## src/rtl/ldm_stm_sequencer_if.sv

```systemverilog
// Signal bundle between the LDM/STM sequencer and the control unit, register file and memory.
// The sequencer connects through the slave modport and the driving side through the master modport.
interface ldm_stm_sequencer_if #(
  parameter int ADDR_W = 32
);
  logic              start;
  logic [31:0]       IR;
  logic [ADDR_W-1:0] rn_val;
  logic              mem_done;
  logic [4:0]        MLR_to_Reg;
  logic [1:0]        ma;
  logic [1:0]        mc;
  logic              RFload;
  logic              wb_sel;
  logic [ADDR_W-1:0] wb_value;
  logic              mem_req;
  logic              mem_rw;
  logic [ADDR_W-1:0] mem_addr;
  logic              busy;
  logic              done;

  modport slave (
    input  start, IR, rn_val, mem_done,
    output MLR_to_Reg, ma, mc, RFload, wb_sel, wb_value,
           mem_req, mem_rw, mem_addr, busy, done
  );

  modport master (
    output start, IR, rn_val, mem_done,
    input  MLR_to_Reg, ma, mc, RFload, wb_sel, wb_value,
           mem_req, mem_rw, mem_addr, busy, done
  );
endinterface

```

## src/rtl/ldm_stm_sequencer.sv

```systemverilog
// LDM/STM block-transfer sequencer: walks the register list in ascending order, runs one memory
// handshake per register, writes loaded data back to the register file and applies base writeback.
module ldm_stm_sequencer #(
  parameter int ADDR_W = 32,
  parameter int LIST_W = 16
) (
  input  logic               clk,
  input  logic               reset,
  ldm_stm_sequencer_if.slave bus
);

  localparam int CNT_W = $clog2(LIST_W + 1);
  localparam logic [ADDR_W-1:0] WORD_BYTES = ADDR_W'(3'd4);

  typedef enum logic [2:0] {
    S_IDLE = 3'd0,
    S_BASE = 3'd1,
    S_NEXT = 3'd2,
    S_XFER = 3'd3,
    S_LOAD = 3'd4,
    S_WB   = 3'd5,
    S_DONE = 3'd6
  } state_e;

  function automatic logic [CNT_W-1:0] popcount(input logic [LIST_W-1:0] v);
    logic [CNT_W-1:0] c;
    c = {CNT_W{1'b0}};
    for (int i = 0; i < LIST_W; i++) begin
      c = c + {{(CNT_W-1){1'b0}}, v[i]};
    end
    return c;
  endfunction

  function automatic logic [4:0] lowest_set(input logic [LIST_W-1:0] v);
    logic [4:0] r;
    r = 5'd0;
    for (int i = LIST_W - 1; i >= 0; i--) begin
      if (v[i]) begin
        r = 5'(i);
      end else begin
        r = r;
      end
    end
    return r;
  endfunction

  state_e            state_q, state_d, tail_s;
  logic [LIST_W-1:0] list_q, list_d, list_in_s;
  logic [CNT_W-1:0]  n_q, n_d;
  logic              l_q, l_d, w_q, w_d, u_q, u_d, p_q, p_d;
  logic              rn_in_list_q, rn_in_list_d;
  logic [4:0]        reg_q, reg_d;
  logic [ADDR_W-1:0] addr_q, addr_d, wb_value_q, wb_value_d;
  logic [ADDR_W-1:0] four_n_s, rn_up_s, rn_dn_s;
  logic              list_empty_s, do_wb_s, ir_unused_s;

  logic [1:0] ma_q, ma_d, mc_q, mc_d;
  logic       rfload_q, rfload_d, wb_sel_q, wb_sel_d;
  logic       mem_req_q, mem_req_d, mem_rw_q, mem_rw_d;
  logic       busy_q, busy_d, done_q, done_d;

  assign list_in_s    = bus.IR[LIST_W-1:0];
  assign ir_unused_s  = ^{bus.IR[31:25], bus.IR[22]};
  assign list_empty_s = (list_q == {LIST_W{1'b0}});
  // An LDM that reloads its own base keeps the loaded value instead of the written-back one.
  assign do_wb_s      = w_q & ~(l_q & rn_in_list_q);
  assign tail_s       = do_wb_s ? S_WB : S_DONE;
  assign four_n_s     = {{(ADDR_W-CNT_W-2){1'b0}}, n_q, 2'b00};
  assign rn_up_s      = bus.rn_val + four_n_s;
  assign rn_dn_s      = bus.rn_val - four_n_s;

  // State register
  always_ff @(posedge clk or posedge reset) begin
    if (reset) begin
      state_q <= S_IDLE;
    end else begin
      state_q <= state_d;
    end
  end

  // Next-state decode
  always_comb begin
    state_d = state_q;
    case (state_q)
      S_IDLE: begin
        if (bus.start) state_d = S_BASE;
        else           state_d = S_IDLE;
      end
      S_BASE: begin
        if (list_empty_s) state_d = S_DONE;
        else              state_d = S_NEXT;
      end
      S_NEXT: state_d = S_XFER;
      S_XFER: begin
        if (!bus.mem_done)    state_d = S_XFER;
        else if (l_q)         state_d = S_LOAD;
        else if (list_empty_s) state_d = tail_s;
        else                  state_d = S_NEXT;
      end
      S_LOAD: begin
        if (list_empty_s) state_d = tail_s;
        else              state_d = S_NEXT;
      end
      S_WB:    state_d = S_DONE;
      S_DONE:  state_d = S_IDLE;
      default: state_d = S_IDLE;
    endcase
  end

  // Output decode from the next state, so the registered outputs line up with the state register
  always_comb begin
    ma_d      = 2'd0;
    mc_d      = 2'd0;
    rfload_d  = 1'b0;
    wb_sel_d  = 1'b0;
    mem_req_d = 1'b0;
    mem_rw_d  = 1'b0;
    busy_d    = 1'b1;
    done_d    = 1'b0;
    case (state_d)
      S_IDLE: busy_d = 1'b0;
      S_XFER: begin
        mem_req_d = 1'b1;
        mem_rw_d  = l_q;
        ma_d      = l_q ? 2'd0 : 2'd3;
      end
      S_LOAD: begin
        mc_d     = 2'd3;
        rfload_d = 1'b1;
      end
      S_WB: begin
        mc_d     = 2'd2;
        rfload_d = 1'b1;
        wb_sel_d = 1'b1;
      end
      S_DONE:  done_d = 1'b1;
      default: busy_d = 1'b1;
    endcase
  end

  // Control output registers
  always_ff @(posedge clk or posedge reset) begin
    if (reset) begin
      ma_q      <= 2'd0;
      mc_q      <= 2'd0;
      rfload_q  <= 1'b0;
      wb_sel_q  <= 1'b0;
      mem_req_q <= 1'b0;
      mem_rw_q  <= 1'b0;
      busy_q    <= 1'b0;
      done_q    <= 1'b0;
    end else begin
      ma_q      <= ma_d;
      mc_q      <= mc_d;
      rfload_q  <= rfload_d;
      wb_sel_q  <= wb_sel_d;
      mem_req_q <= mem_req_d;
      mem_rw_q  <= mem_rw_d;
      busy_q    <= busy_d;
      done_q    <= done_d;
    end
  end

  // Datapath next values: instruction latch, address walk and register pick
  always_comb begin
    list_d       = list_q;
    n_d          = n_q;
    l_d          = l_q;
    w_d          = w_q;
    u_d          = u_q;
    p_d          = p_q;
    rn_in_list_d = rn_in_list_q;
    reg_d        = reg_q;
    addr_d       = addr_q;
    wb_value_d   = wb_value_q;
    case (state_q)
      S_IDLE: begin
        if (bus.start) begin
          list_d       = list_in_s;
          n_d          = popcount(list_in_s);
          l_d          = bus.IR[20];
          w_d          = bus.IR[21];
          u_d          = bus.IR[23];
          p_d          = bus.IR[24];
          rn_in_list_d = list_in_s[bus.IR[19:16]];
        end else begin
          list_d = list_q;
        end
      end
      S_BASE: begin
        case ({p_q, u_q})
          2'b01:   addr_d = bus.rn_val;
          2'b11:   addr_d = bus.rn_val + WORD_BYTES;
          2'b00:   addr_d = rn_dn_s + WORD_BYTES;
          2'b10:   addr_d = rn_dn_s;
          default: addr_d = bus.rn_val;
        endcase
        wb_value_d = u_q ? rn_up_s : rn_dn_s;
      end
      S_NEXT: begin
        reg_d  = lowest_set(list_q);
        list_d = list_q & (list_q - {{(LIST_W-1){1'b0}}, 1'b1});
      end
      S_XFER: begin
        if (bus.mem_done && !l_q) addr_d = addr_q + WORD_BYTES;
        else                      addr_d = addr_q;
      end
      S_LOAD:  addr_d = addr_q + WORD_BYTES;
      default: addr_d = addr_q;
    endcase
  end

  // Datapath registers
  always_ff @(posedge clk or posedge reset) begin
    if (reset) begin
      list_q       <= {LIST_W{1'b0}};
      n_q          <= {CNT_W{1'b0}};
      l_q          <= 1'b0;
      w_q          <= 1'b0;
      u_q          <= 1'b0;
      p_q          <= 1'b0;
      rn_in_list_q <= 1'b0;
      reg_q        <= 5'd0;
      addr_q       <= {ADDR_W{1'b0}};
      wb_value_q   <= {ADDR_W{1'b0}};
    end else begin
      list_q       <= list_d;
      n_q          <= n_d;
      l_q          <= l_d;
      w_q          <= w_d;
      u_q          <= u_d;
      p_q          <= p_d;
      rn_in_list_q <= rn_in_list_d;
      reg_q        <= reg_d;
      addr_q       <= addr_d;
      wb_value_q   <= wb_value_d;
    end
  end

  assign bus.MLR_to_Reg = reg_q;
  assign bus.ma         = ma_q;
  assign bus.mc         = mc_q;
  assign bus.RFload     = rfload_q;
  assign bus.wb_sel     = wb_sel_q;
  assign bus.wb_value   = wb_value_q;
  assign bus.mem_req    = mem_req_q;
  assign bus.mem_rw     = mem_rw_q;
  assign bus.mem_addr   = addr_q;
  assign bus.busy       = busy_q;
  assign bus.done       = done_q;

endmodule

```

## src/flat_wrapper.sv

```systemverilog
// flat-port wrapper written by rule: the top's interface ports become plain ports
module ldm_stm_sequencer_flat 
#(
  parameter int ADDR_W = 32,
  parameter int LIST_W = 16
)
  (clk, reset, bus_start, bus_IR, bus_rn_val, bus_mem_done, bus_MLR_to_Reg, bus_ma, bus_mc, bus_RFload, bus_wb_sel, bus_wb_value, bus_mem_req, bus_mem_rw, bus_mem_addr, bus_busy, bus_done);
  ldm_stm_sequencer_if #(.ADDR_W(ADDR_W)) bus_i ();
  input  logic clk;
  input  logic reset;
  input wire logic [$bits(bus_i.start)-1:0] bus_start;
  input wire logic [$bits(bus_i.IR)-1:0] bus_IR;
  input wire logic [$bits(bus_i.rn_val)-1:0] bus_rn_val;
  input wire logic [$bits(bus_i.mem_done)-1:0] bus_mem_done;
  output wire logic [$bits(bus_i.MLR_to_Reg)-1:0] bus_MLR_to_Reg;
  output wire logic [$bits(bus_i.ma)-1:0] bus_ma;
  output wire logic [$bits(bus_i.mc)-1:0] bus_mc;
  output wire logic [$bits(bus_i.RFload)-1:0] bus_RFload;
  output wire logic [$bits(bus_i.wb_sel)-1:0] bus_wb_sel;
  output wire logic [$bits(bus_i.wb_value)-1:0] bus_wb_value;
  output wire logic [$bits(bus_i.mem_req)-1:0] bus_mem_req;
  output wire logic [$bits(bus_i.mem_rw)-1:0] bus_mem_rw;
  output wire logic [$bits(bus_i.mem_addr)-1:0] bus_mem_addr;
  output wire logic [$bits(bus_i.busy)-1:0] bus_busy;
  output wire logic [$bits(bus_i.done)-1:0] bus_done;
  assign bus_i.start = bus_start;
  assign bus_i.IR = bus_IR;
  assign bus_i.rn_val = bus_rn_val;
  assign bus_i.mem_done = bus_mem_done;
  assign bus_MLR_to_Reg = bus_i.MLR_to_Reg;
  assign bus_ma = bus_i.ma;
  assign bus_mc = bus_i.mc;
  assign bus_RFload = bus_i.RFload;
  assign bus_wb_sel = bus_i.wb_sel;
  assign bus_wb_value = bus_i.wb_value;
  assign bus_mem_req = bus_i.mem_req;
  assign bus_mem_rw = bus_i.mem_rw;
  assign bus_mem_addr = bus_i.mem_addr;
  assign bus_busy = bus_i.busy;
  assign bus_done = bus_i.done;
  ldm_stm_sequencer #(.ADDR_W(ADDR_W), .LIST_W(LIST_W)) u_core (.clk(clk), .reset(reset), .bus(bus_i));
endmodule
```

## config.mk

```make
export PLATFORM = sky130hd
export DESIGN_NAME = ldm_stm_sequencer_flat
export DESIGN_NICKNAME = d
export VERILOG_FILES = /design/src/rtl/ldm_stm_sequencer_if.sv /design/src/rtl/ldm_stm_sequencer.sv /design/src/flat_wrapper.sv
export SDC_FILE = /design/constraint.sdc
export NUM_CORES = 1
export LEC_CHECK = 0
export CAP_MARGIN = 20
export CORE_MARGIN = 10
export CORE_UTILIZATION = 57
export CTS_BUF_LIST = sky130_fd_sc_hd__clkbuf_8 sky130_fd_sc_hd__clkbuf_16
export DETAILED_ROUTE_END_ITERATION = 10
export DONT_BUFFER_PORTS = 1
export GPL_TIMING_DRIVEN = 0
export PLACE_DENSITY = 0.73
export SYNTH_ARGS = -nofsm -noshare
export SYNTH_HDL_FRONTEND = slang
export SYNTH_SLANG_ARGS = --single-unit
```

## constraint.sdc

```tcl
create_clock -name clk -period 6 [get_ports clk]
set_input_delay 1.2 -clock clk [delete_from_list [all_inputs] [get_ports clk]]
set_output_delay 1.2 -clock clk [all_outputs]
set_load 0.03 [all_outputs]
```

; Yosys cells after proc, flatten, opt, wreduce, memory -nomap -nowiden
; Index checks and enable logic that the tools add are counted.
[word_totals]
inputBits = 68
ff_bits = 108
[classes]
bitwise = 4
muxes = 40
magnitude_cmp = 1
addsub = 21
n_reduce_logical = 12
n_eq_ne = 14
[op_table]
columns = operator, count
row1 = 32-bit one-hot mux with 4 select lines, 1
row2 = "32-bit by 3-bit adder with 32-bit output, second input constant", 3
row3 = 32-bit one-hot mux with 3 select lines, 1
row4 = 5-bit by 1-bit adder with 5-bit output, 14
row5 = 32-bit 2-to-1 mux, 2
row6 = 4-bit 2-to-1 mux, 16
row7 = 32-bit by 7-bit adder with 32-bit output, 1
row8 = 16-bit one-hot mux with 2 select lines, 1
row9 = 32-bit by 7-bit subtractor with 32-bit output, 1
row10 = 3-bit one-hot mux with 6 select lines, 1
row11 = 16-bit bitwise AND, 1
row12 = 16-bit zero test, 1
row13 = 16-bit 2-to-1 mux, 1
row14 = "16-bit by 1-bit subtractor with 16-bit output, second input constant", 1
row15 = "3-bit equality test, second input constant", 5
row16 = 3-bit 2-to-1 mux, 4
row17 = "3-bit by 2-bit equality test with 1-bit output, second input constant", 3
row18 = 1-bit 2-to-1 mux, 8
row19 = 3-bit zero test, 2
row20 = 2-bit 2-to-1 mux, 3
row21 = 2-bit AND reduction, 3
row22 = "4-bit by 5-bit < comparator with 1-bit output, second input constant", 1
row23 = 1-bit binary-select mux with 4-bit select, 1
row24 = "2-bit equality test, second input constant", 2
row25 = 14 further kinds, 15

; Longest topological paths before layout
; Gate-level depths: netlist of run 1.
[logic_depth]
word_depth = 16
ltp_mapped = 15

; Worst setup path after synthesis of run 1
; OpenSTA, ideal clock, no wires.
[synth_timing]
path_type = input to register
startpoint = input port bus_IR[0]
endpoint = register u_core.n_q[4]
arrival_time_ns = 4.532
stages = 13
path_slack_ns = 1.336
path_cell_list = ha_1 > inv_1 > fa_1 > fa_1 > fa_1 > fa_1 > inv_1 > fa_1 > fa_1 > a21oi_1 > nor2_1 > nand2_1 > o21ai_0
[synth_between]
elab_chain_len = 15
[synth_lines]
columns = item, line_no
row1 = start: declaration, flat_wrapper.sv:12  ; input wire logic [$bits(bus_i.IR)-1:0] bus_IR;
row2 = 1-bit by 1-bit adder with 2-bit output, ldm_stm_sequencer.sv:29  ; c = c + {{(CNT_W-1){1'b0}}, v[i]};
row3 = 5-bit by 1-bit adder with 5-bit output (14 in series), ldm_stm_sequencer.sv:29
row4 = end signal: assignment, ldm_stm_sequencer.sv:217  ; n_q <= {CNT_W{1'b0}};
row5 = end signal: assignment, ldm_stm_sequencer.sv:228  ; n_q <= n_d;
row6 = end: declaration, ldm_stm_sequencer.sv:49  ; logic [CNT_W-1:0] n_q, n_d;
; Every way passes these cells.
; A chain may end at the register's enable or synchronous reset.

; Worst setup path in the final report of run 1
[layout_timing]
startpoint = input port bus_rn_val[2]
endpoint = register u_core.addr_q[24] (netlist: u_core.bus.mem_addr[24])
[layout_between]
elab_chain_len = 4
[layout_lines]
columns = item, line_no
row1 = start: declaration, flat_wrapper.sv:13  ; input wire logic [$bits(bus_i.rn_val)-1:0] bus_rn_val;
row2 = 32-bit by 7-bit subtractor with 32-bit output, ldm_stm_sequencer.sv:70  ; assign rn_dn_s = bus.rn_val - four_n_s;
row3 = 32-bit by 3-bit adder with 32-bit output, ldm_stm_sequencer.sv:194  ; 2'b00: addr_d = rn_dn_s + WORD_BYTES;
row4 = 32-bit one-hot mux with 4 select lines (*), ldm_stm_sequencer.sv:191  ; case ({p_q, u_q})
row5 = 32-bit one-hot mux with 3 select lines (*), ldm_stm_sequencer.sv:176  ; case (state_q)
row6 = end signal: assignment, ldm_stm_sequencer.sv:224  ; addr_q <= {ADDR_W{1'b0}};
row7 = end signal: assignment, ldm_stm_sequencer.sv:235  ; addr_q <= addr_d;
row8 = end: declaration, ldm_stm_sequencer.sv:53  ; logic [ADDR_W-1:0] addr_q, addr_d, wb_value_q, wb_value_d;
; Mark *: on every way between the ends. The rest lies on a longest branch, timed or not.

==> flow_metrics.tcl, run 1 <==
set metrics [dict create \
    async_flop_share_pct 100 \
    final_core_util_pct 62.4 \
    grt_pass1_wl_um 47800 \
    cp-end-kind "flop" \
    cts.sink_count 105 \
    syn_inst 1153 \
    gr-usage-all-layers_pct 27.7 \
    rows 45 \
    syn_area_um2 8950 \
    drcViolationCount 0 \
    grt_setup_unrepaired "no" \
    crit_path_frequent_cell "mux2i_1" \
    hpwlAfterDp_um 23400 \
    overflow 0 \
    cp.required_ns 6.26 \
    rr_endpoint "u_core.bus.mem_addr[23]" \
    fmax_mhz 191 \
    post_cts_buffers 0 \
    finalCritPeriodShare_pct 87.4 \
    drt-total-wl_um 30000 \
    area_growth_pct 6.72 \
    nFillCells 1452 \
    die_x_um 145 \
    setup_viol 0 \
    reg2reg_slack_ns 0.97 \
    worstPathMaxFanout 9 \
    synth_cell_type_count 85 \
    drtIter0Drc 882 \
    antenna_found_initial 0 \
    max_stage_delay_ns 0.76 \
    cts.reportedPaths.clkPinSlew_ns 0.08 \
    drtAntennaViolNets 0 \
    peakVddDrop_uv 287 \
    layout_min_cycle_time_ns 5.25 \
    cp.arrival_ns 5.51 \
    crit_type "input port to flop" \
    final-max-slew-violation-count 0 \
    synth_top_family_by_area "compound AO/OA/AOI/OAI gates" \
    path_buf_inv 1 \
    holdPathEnd "u_core.n_q[0]" \
    crit_family "compound AO/OA/AOI/OAI gates" \
    num_vias 9116 \
    grt_max_degree 69 \
    cts_resized 0 \
    drive_gt1_share_pct 5.56 \
    synth_edf_count 0 \
    synthSimpleGateAreaFrac_pct 24.6 \
    reg2regPathDepth 12 \
    outcome "completed" \
    regToRegStartpoint "u_core.u_q" \
    die_height_um 145 \
    p_per_area_nw_per_um2 545 \
    final_nets 1265 \
    max-slew-margin-rel_pct 35.7 \
    clockRootBuffer "clkbuf_16" \
    design_power_total_mw 5.21 \
    synth_compound_area_share_pct 24.8 \
    cp_cell_sequence "inv_1 -> ha_1 -> fa_1 -> nand2b_1 -> a2111oi_2 -> o31ai_1 -> a222oi_1 -> nand2_1 -> nor4_4 -> mux2i_1 -> mux2i_1 -> a221o_1" \
    tightestPinTransition_ns 0.961 \
    clockBufferDepth 2 \
    start_util_pct 58.5 \
    synthAdderAreaFrac_pct 5.48 \
    ys.flop_type "dfrtp_1" \
    hold_viol_final 0 \
    viasPerCell 6.60 \
    cts_tree "yes" \
    ys_ff_latch 105 \
    drtPass1Iterations 6 \
    fin_setup_tns_ns 0 \
    hold_depth 2 \
    fin_skew_ns 0.00828 \
    pin_count 147 \
    floorplan.core_area_um2 15300 \
    start_kind "input port" \
    critPathSlowestCell "a222oi_1" \
    synth_fp_nets 1253 \
    drv_cap 0 \
    hold_start "u_core.n_q[0]" \
    grt_pass1_vias 8904 \
    syn_avg_cell_area_um2 7.77 \
    synthMuxAreaShare_pct 2.86 \
    antenna-diode-count 0 \
    htreeDepth 3 \
    die_area_um2 21100 \
    gp_congestion 1.00 \
    p_leak_nw 3.70 \
    portBuffers 0 \
    seq_area_frac_synth_pct 29.3 \
    clk_latency_ns 0.38 \
    cts_made_buffers 9 \
    hp-class "flop to flop" \
    synth_xor_xnor_area_share_pct 6.75 \
    hold_buffers 0 \
    yosys_warnings 0 \
    seqCellArea_um2 2630 \
    multiInputGateArea_um2 5780 \
    detail_route.wl_per_cell_um 21.7 \
]
-- routing by layer --
layer	up-vias	routed length (um)	GRT usage, %	part of all wire, %
met5	-	0	0	0
met4	0	1380	14.9	4.6
met3	96	2680	5.53	8.9
met2	486	14800	47.1	49
met1	4321	11100	32.1	37
li1	4213	-	-	-
-- through the flow --
step	instance area [um^2]	instances	setup slack, ns	hold WS [ns]
finish	9560	1381	0.754	0.522
global route	9560	1381	0.627	0.557
CTS	9560	1381	0.917	0.526
detailed placement	9250	1365	0.578	0.507
global placement	9220	1364	0.563	0.494
floorplan	8950	1153	1.34	0.468
-- synthesized netlist by cell type, drive strengths merged, types with 4 or more instances --
master / n / area (um^2)
a22oi: 5 / 37.5
fa: 12 / 240
a21o: 9 / 70.1
o22ai: 19 / 119
or4: 11 / 86.3
or2: 5 / 31.3
inv: 54 / 203
nand2b: 15 / 93.8
nor4: 25 / 199
o21ai: 124 / 621
dfrtp: 105 / 2630
clkbuf: 67 / 251
nand2: 151 / 567
o211ai: 8 / 60.1
nand3: 49 / 255
o221ai: 4 / 35.0
a31oi: 17 / 106
buf: 15 / 93.8
nand4: 17 / 106
o21bai: 8 / 60.1
a21oi: 64 / 324
xor2: 19 / 166
ha: 20 / 250
xnor2: 50 / 438
mux2i: 11 / 110
nor2: 84 / 315
nor2b: 6 / 37.5
o32ai: 6 / 52.6
and2: 8 / 51.3
or3: 14 / 97.6
o311ai: 7 / 61.3
a221oi: 8 / 70.1
o41ai: 5 / 43.8
o32a: 4 / 40.0
mux4: 5 / 113
o31ai: 14 / 110
and3: 15 / 93.8
a31o: 4 / 35.0
a211oi: 8 / 60.1
nor3: 34 / 175
-- worst max-delay path by stage --
stage                  startpoint                       to  cells past startpoint
floorplan               bus_IR[0]            u_core.n_q[4]                     13
global placement    bus_rn_val[2]  u_core.bus.mem_addr[24]                     12
detailed placement  bus_rn_val[2]  u_core.bus.mem_addr[24]                     12
CTS                 bus_rn_val[2]  u_core.bus.mem_addr[24]                     12
global route        bus_rn_val[2]  u_core.bus.mem_addr[24]                     12
finish              bus_rn_val[2]  u_core.bus.mem_addr[24]                     12
-- registers in the layout, indices dropped and copies added, names as in the netlist, 2 cells and up --
register	cells
u_core.bus.mem_addr	32
u_core.bus.wb_value	32
u_core.list_q	16
u_core.n_q	5
u_core.bus.MLR_to_Reg	4
u_core.state_q	3
u_core.bus.mc	2
-- final cells by class --
type / instances / share of cell area, %
clock inverter: 7 / 0.864
multi-input combinational: 912 / 60.5
clock buffer: 9 / 2.36
inverter: 54 / 2.15
tap: 211 / 2.76
sequential: 105 / 27.5
buffer: 82 / 3.61
timing repair buffer: 1 / 0.288
-- worst register-to-register path: cells and delay by family, from the launching register on --
kind                       cells  cell delay [ns]
and+or+nand+nor                4             1.21
adders and majority gates      1             0.28
buffers and inverters          3             1.05
DFF                            1             0.48
muxes                          1             0.37
AOI/OAI and AO/OA              3             1.53
-- logic make-up (layout without fill, tap and decap cells) --
kind of cell,count (synthesis),after routing
other,1,1
and+or+nand+nor,445,445
AOI/OAI and AO/OA,346,346
xor gates and xnor gates,69,69
DFF,105,105
buffers and inverters,136,153
adders and majority gates,32,32
muxes,19,19
-- power breakdown --
group	switching, mW	leakage, nW	total, mW	internal [mW]
sequential	0.826	1.30	1.86	1.03
clock	0.319	0.145	0.617	0.297
combinational	1.81	2.26	2.74	0.928
-- cell usage in the layout, fill, tap and decap left out, types with 9 or more instances in the layout --
cell type	netlist	final
o31ai_1	13	13
nor4_1	21	21
nand2_1	151	151
mux2i_1	11	11
inv_1	54	53
or4_1	10	10
nor3_1	33	33
o22ai_1	19	19
nand4_1	17	17
clkbuf_16	0	9
nand2b_1	15	15
dfrtp_1	105	105
xor2_1	19	19
a21oi_1	63	63
nor2_1	84	84
nand3_1	47	47
a31oi_1	17	17
ha_1	20	20
xnor2_1	50	50
o21ai_0	123	123
clkbuf_1	67	67
fa_1	12	12
and3_1	15	15
or3_1	12	12
Note: power is estimated with default switching activity, not from simulation.
==> run 2: changes to the inputs <==
--- a/config.mk
+++ b/config.mk
@@ -7,12 +7,12 @@
 export LEC_CHECK = 0
 export CAP_MARGIN = 20
 export CORE_MARGIN = 10
-export CORE_UTILIZATION = 57
+export CORE_UTILIZATION = 25
 export CTS_BUF_LIST = sky130_fd_sc_hd__clkbuf_8 sky130_fd_sc_hd__clkbuf_16
 export DETAILED_ROUTE_END_ITERATION = 10
 export DONT_BUFFER_PORTS = 1
 export GPL_TIMING_DRIVEN = 0
-export PLACE_DENSITY = 0.73
+export PLACE_DENSITY = 0.39
 export SYNTH_ARGS = -nofsm -noshare
 export SYNTH_HDL_FRONTEND = slang
 export SYNTH_SLANG_ARGS = --single-unit
==> flow_metrics.tcl, run 2 (synthesis results as in run 1) <==
set metrics [dict create \
    detail_route.wl_per_cell_um 22.7 \
    hp-class "flop to flop" \
    critPathSlowestCell "a2111oi_2" \
    crit_type "input port to flop" \
    worstPathMaxFanout 9 \
    path_buf_inv 1 \
    start_util_pct 25.2 \
    p_per_area_nw_per_um2 543 \
    fin_setup_tns_ns 0 \
    grt_use_met2_pct 28.3 \
    post_cts_buffers 0 \
    drtPass1Iterations 5 \
    die_height_um 209 \
    cp.required_ns 6.27 \
    fin_skew_ns 0.0192 \
    grt_max_degree 57 \
    hold_viol_final 0 \
    viasPerCell 5.46 \
    floorplan.core_area_um2 35500 \
    nFillCells 3925 \
    area_growth_pct 9.91 \
    cp_cell_sequence "inv_1 -> ha_1 -> fa_1 -> nand2b_1 -> a2111oi_2 -> o31ai_1 -> a222oi_1 -> nand2_1 -> nor4_4 -> mux2i_1 -> mux2i_1 -> a221o_1" \
    max_stage_delay_ns 0.77 \
    cts_tree "yes" \
    design_power_total_mw 5.34 \
    layout_commonest_cell "nand2_1" \
    grt_use_met3_pct 4.65 \
    portBuffers 0 \
    final_cell_mix "nand2_1, o21ai_0, dfrtp_1" \
    drv_cap 0 \
    crit_family "compound AO/OA/AOI/OAI gates" \
    dp_cells 1615 \
    finalCritPeriodShare_pct 88.7 \
    drtIter0Drc 582 \
    top_usage_layer "met2" \
    clk_latency_ns 0.38 \
    grt_setup_unrepaired "no" \
    multiInputGateArea_um2 5780 \
    peakVddDrop_uv 183 \
    outcome "completed" \
    cp-end-kind "flop" \
    hpwlAfterDp_um 30000 \
    die_area_um2 43800 \
    drtAntennaViolNets 0 \
    cts.sink_count 105 \
    cts.reportedPaths.clkPinSlew_ns 0.09 \
    rows 69 \
    crit_path_frequent_cell "mux2i_1" \
    grt_pass1_wl_um 56000 \
    seqCellArea_um2 2630 \
    gr-usage-met1_pct 20.1 \
    start_kind "input port" \
    antenna_found_initial 0 \
    layout_min_cycle_time_ns 5.32 \
    hold_buffers 0 \
    num_vias 8892 \
    die_x_um 209 \
    final_nets 1265 \
    cp.arrival_ns 5.59 \
    grt_pass1_vias 8832 \
    final-max-slew-violation-count 0 \
    clockBufferDepth 2 \
    gp_congestion 0.878 \
    max-slew-margin-rel_pct 28.1 \
    gr-usage-all-layers_pct 16.6 \
    antenna-diode-count 0 \
    clockRootBuffer "clkbuf_16" \
    p_leak_nw 3.69 \
    cts_made_buffers 9 \
    drive_gt1_share_pct 5.47 \
    htreeDepth 3 \
    final_core_util_pct 27.7 \
    tightestPinTransition_ns 1.07 \
    drt-total-wl_um 37100 \
    finalNonFillerCells 1630 \
    setup_viol 0 \
    cts_resized 0 \
    pin_count 147 \
    fmax_mhz 188 \
    drcViolationCount 0 \
    overflow 0 \
]
[run 2: through the flow]
step	hold WS (ns)	setup slack, ns	cell area [um^2]
floorplan	0.468	1.34	8950
finish	0.536	0.680	9840
detailed placement	0.505	0.344	9560
CTS	0.530	0.754	9840
global placement	0.501	0.307	9530
global route	0.567	0.411	9840
[run 2: power breakdown]
part / internal (mW) / leakage, nW / switching [mW] / total, mW
clock network: 0.287 / 0.135 / 0.322 / 0.609
registers: 1.03 / 1.30 / 0.867 / 1.90
logic: 0.930 / 2.26 / 1.90 / 2.83
total: 2.25 / 3.69 / 3.09 / 5.34
[run 2: worst paths after layout]
check | cells past startpoint | to | startpoint | slack [ns]
max | 12 | u_core.bus.mem_addr[24] | bus_rn_val[2] | 0.68
min | 2 | u_core.rn_in_list_q | u_core.rn_in_list_q | 0.54
max reg2reg | 12 | u_core.bus.mem_addr[23] | u_core.u_q | 0.82
min reg2reg | 2 | u_core.rn_in_list_q | u_core.rn_in_list_q | 0.54
max in group asynchronous | 2 | u_core.bus.mem_addr[15] | reset | 4.60
min in group asynchronous | 1 | u_core.bus.mem_addr[14] | reset | 0.71
[run 2: routing by layer]
layer / share of wire (%) / vias up
met1: 42 / 4416
met2: 49 / 234
met3: 7.0 / 27
met4: 1.7 / 0
met5: 0 / -
li1: - / 4215
[run 2: layout make-up]
cell class / instances / share of cell area (%)
Buffer: 82 / 3.51
Clock buffer: 9 / 2.29
Clock inverter: 6 / 0.534
Inverter: 54 / 2.11
Multi-Input combinational cell: 912 / 58.7
Sequential cell: 105 / 26.7
Tap cell: 461 / 5.86
Timing Repair Buffer: 1 / 0.280
[run 2: tightest hold or removal path: stages (launching register included)]
cell,delay (ns)
dfrtp_1,0.39
nand2_1,0.06
nand2_1,0.06
==> run 3: changes to the inputs <==
--- a/config.mk
+++ b/config.mk
@@ -5,6 +5,7 @@
 export SDC_FILE = /design/constraint.sdc
 export NUM_CORES = 1
 export LEC_CHECK = 0
+export ABC_AREA = 1
 export CAP_MARGIN = 20
 export CORE_MARGIN = 10
 export CORE_UTILIZATION = 25
==> flow_metrics.tcl, run 3 <==
set metrics [dict create \
    viasPerCell 4.95 \
    worstPathMaxFanout 11 \
    p_leak_nw 5.23 \
    regToRegStartpoint "u_core.u_q" \
    grt_pass1_vias 10461 \
    holdPathEnd "u_core.bus.ma[0]" \
    rows 73 \
    layout_commonest_cell "nand2_1" \
    finalCritPeriodShare_pct 76.5 \
    syn_inst 1627 \
    reg2regPathDepth 21 \
    yosys.cell_count.top_type "nand2_1" \
    cts_made_buffers 9 \
    synth_cell_type_count 55 \
    ys_ff_latch 105 \
    finalNonFillerCells 2170 \
    dp_cells 2153 \
    clk_latency_ns 0.41 \
    fin_setup_tns_ns 0 \
    gr-usage-all-layers_pct 17.2 \
    final_cell_mix "nand2_1, inv_1, nand3_1" \
    setup_viol 0 \
    cts.sink_count 105 \
    area_growth_pct 9.84 \
    drt-total-wl_um 43300 \
    outcome "completed" \
    final_core_util_pct 28.0 \
    final-max-slew-violation-count 0 \
    max-slew-margin-rel_pct 49.5 \
    cts_resized 0 \
    critPathSlowestCell "clkbuf_1" \
    crit_type "flop to flop" \
    peakVddDrop_uv 179 \
    seq_area_frac_synth_pct 25.8 \
    whs_ns 0.480 \
    drive_gt1_share_pct 8.33 \
    hold_start "u_core.l_q" \
    reg2reg_slack_ns 1.41 \
    overflow 0 \
    synth_fp_nets 1727 \
    clockBufferDepth 2 \
    design_power_total_mw 6.30 \
    hp-class "flop to flop" \
    htreeDepth 3 \
    max_stage_delay_ns 0.48 \
    synth_area_leaders "dfrtp_1, nand2_1, nand3_1" \
    cp.arrival_ns 4.89 \
    layout_min_cycle_time_ns 4.59 \
    grt_setup_unrepaired "no" \
    grt_max_degree 82 \
    antenna_found_initial 1 \
    drtPass1Iterations 5 \
    clockRootBuffer "clkbuf_16" \
    cts_tree "yes" \
    detail_route.wl_per_cell_um 20.0 \
    num_vias 10745 \
    hpwlAfterDp_um 36000 \
    ys.flop_type "dfrtp_1" \
    async_flop_share_pct 100 \
    hold_depth 1 \
    synth_top_area_cell "dfrtp_1" \
    hold_buffers 0 \
    yosys_warnings 0 \
    cp-end-kind "flop" \
    syn_avg_cell_area_um2 6.27 \
    drtAntennaViolNets 0 \
    die_height_um 222 \
    grt_pass1_wl_um 65200 \
    rr_endpoint "u_core.bus.mem_addr[20]" \
    start_util_pct 25.5 \
    cp.required_ns 6.30 \
    netlist_top_cells_count "nand2_1, inv_1, nand3_1" \
    die_area_um2 49300 \
    post_cts_buffers 0 \
    drv_cap 0 \
    die_x_um 222 \
    placed_cell_area_um2 10900 \
    fin_skew_ns 0.0143 \
    final_nets 1739 \
    syn_area_um2 10200 \
    pre_cts_slack_ns 1.08 \
    cp_cell_sequence "clkbuf_1 -> clkinv_1 -> clkbuf_1 -> ha_1 -> buf_6 -> nand2_1 -> o21a_1 -> ha_1 -> inv_1 -> a21oi_1 -> nand3_1 -> nor2_2 -> nand3_2 -> nor2_8 -> nand3_1 -> nor2_2 -> nand2_1 -> nand3_1 -> nand3_1 -> nand2_1 -> a21oi_1" \
    crit_path_frequent_cell "nand3_1" \
    hold_viol_final 0 \
    portBuffers 0 \
    synth_edf_count 0 \
    cts.reportedPaths.clkPinSlew_ns 0.09 \
    pin_count 147 \
    drtIter0Drc 746 \
    start_kind "flop" \
    fin_ws_ns 1.41 \
    drcViolationCount 0 \
    fmax_mhz 218 \
    floorplan.core_area_um2 40000 \
    post-synth-top-area-fraction_pct 25.8 \
    tightestPinTransition_ns 0.757 \
    design_area_um2 11200 \
    gp_congestion 0.896 \
    p_per_area_nw_per_um2 563 \
]
-- run 3: changes by cell type in the layout (fill, tap and decap cells not counted), moves of 24 or more --
| cell | delta |
|---|---|
| a21oi_1 | +25 |
| clkbuf_1 | -24 |
| inv_1 | +129 |
| nand2_1 | +305 |
| nand3_1 | +124 |
| nor2_1 | +62 |
| nor2_2 | +26 |
| o21ai_0 | -43 |
| xnor2_1 | -49 |
-- run 3: worst max-delay path by stage --
stage                           from                 endpoint  slack, ns  cells past startpoint
after floorplan            bus_IR[0]            u_core.n_q[2]       1.26                     12
after global placement         reset  u_core.bus.wb_value[22]       0.20                      1
after detailed placement   bus_IR[0]            u_core.n_q[2]       1.08                     12
after CTS                 u_core.u_q  u_core.bus.mem_addr[20]       1.45                     21
after global routing      u_core.u_q  u_core.bus.mem_addr[28]       1.09                     22
final                     u_core.u_q  u_core.bus.mem_addr[20]       1.41                     21
-- run 3: cell families (layout without fill, tap and decap cells) --
logic type | after synthesis | after routing | share of synthesized area, %
compound gates | 260 | 260 | 14.8
other cells | 1 | 2 | 0.0368
flops | 105 | 105 | 25.8
simple gates | 929 | 929 | 41.1
xor+xnor | 31 | 31 | 2.66
buf+inv | 269 | 286 | 10.8
fa+ha+maj | 32 | 32 | 4.81
-- run 3: layer usage --
metal | wire, um | GRT usage, %
met3 | 2740 | 3.80
met2 | 20900 | 28.7
met1 | 18900 | 21.6
met5 | 20 | 0
met4 | 827 | 5.05
-- run 3: worst max-delay path: cells and delay by family, from the launching register on --
family	cells	cell delay [ns]
AO/OA/AOI/OAI	3	0.49
adder cells (fa/ha/maj)	2	0.54
flip-flops	1	0.42
AND/OR/NAND/NOR	11	1.43
buffers and inverters	5	1.56
-- run 3: report_power, final --
group | internal, mW | total (mW) | switching, mW
combinational | 1.17 | 3.70 | 2.53
clock | 0.306 | 0.675 | 0.369
sequential | 1.05 | 1.92 | 0.867
-- run 3: cell type report --
type | count | area, um^2
antenna | 1 | 2.50
buffer | 71 | 357
clock buffer | 9 | 225
clock inverter | 7 | 86.3
fill | 4576 | 28800
inverter | 198 | 748
multi-input combinational | 1253 | 6470
sequential | 105 | 2630
tap | 525 | 657
timing repair buffer | 1 | 27.5
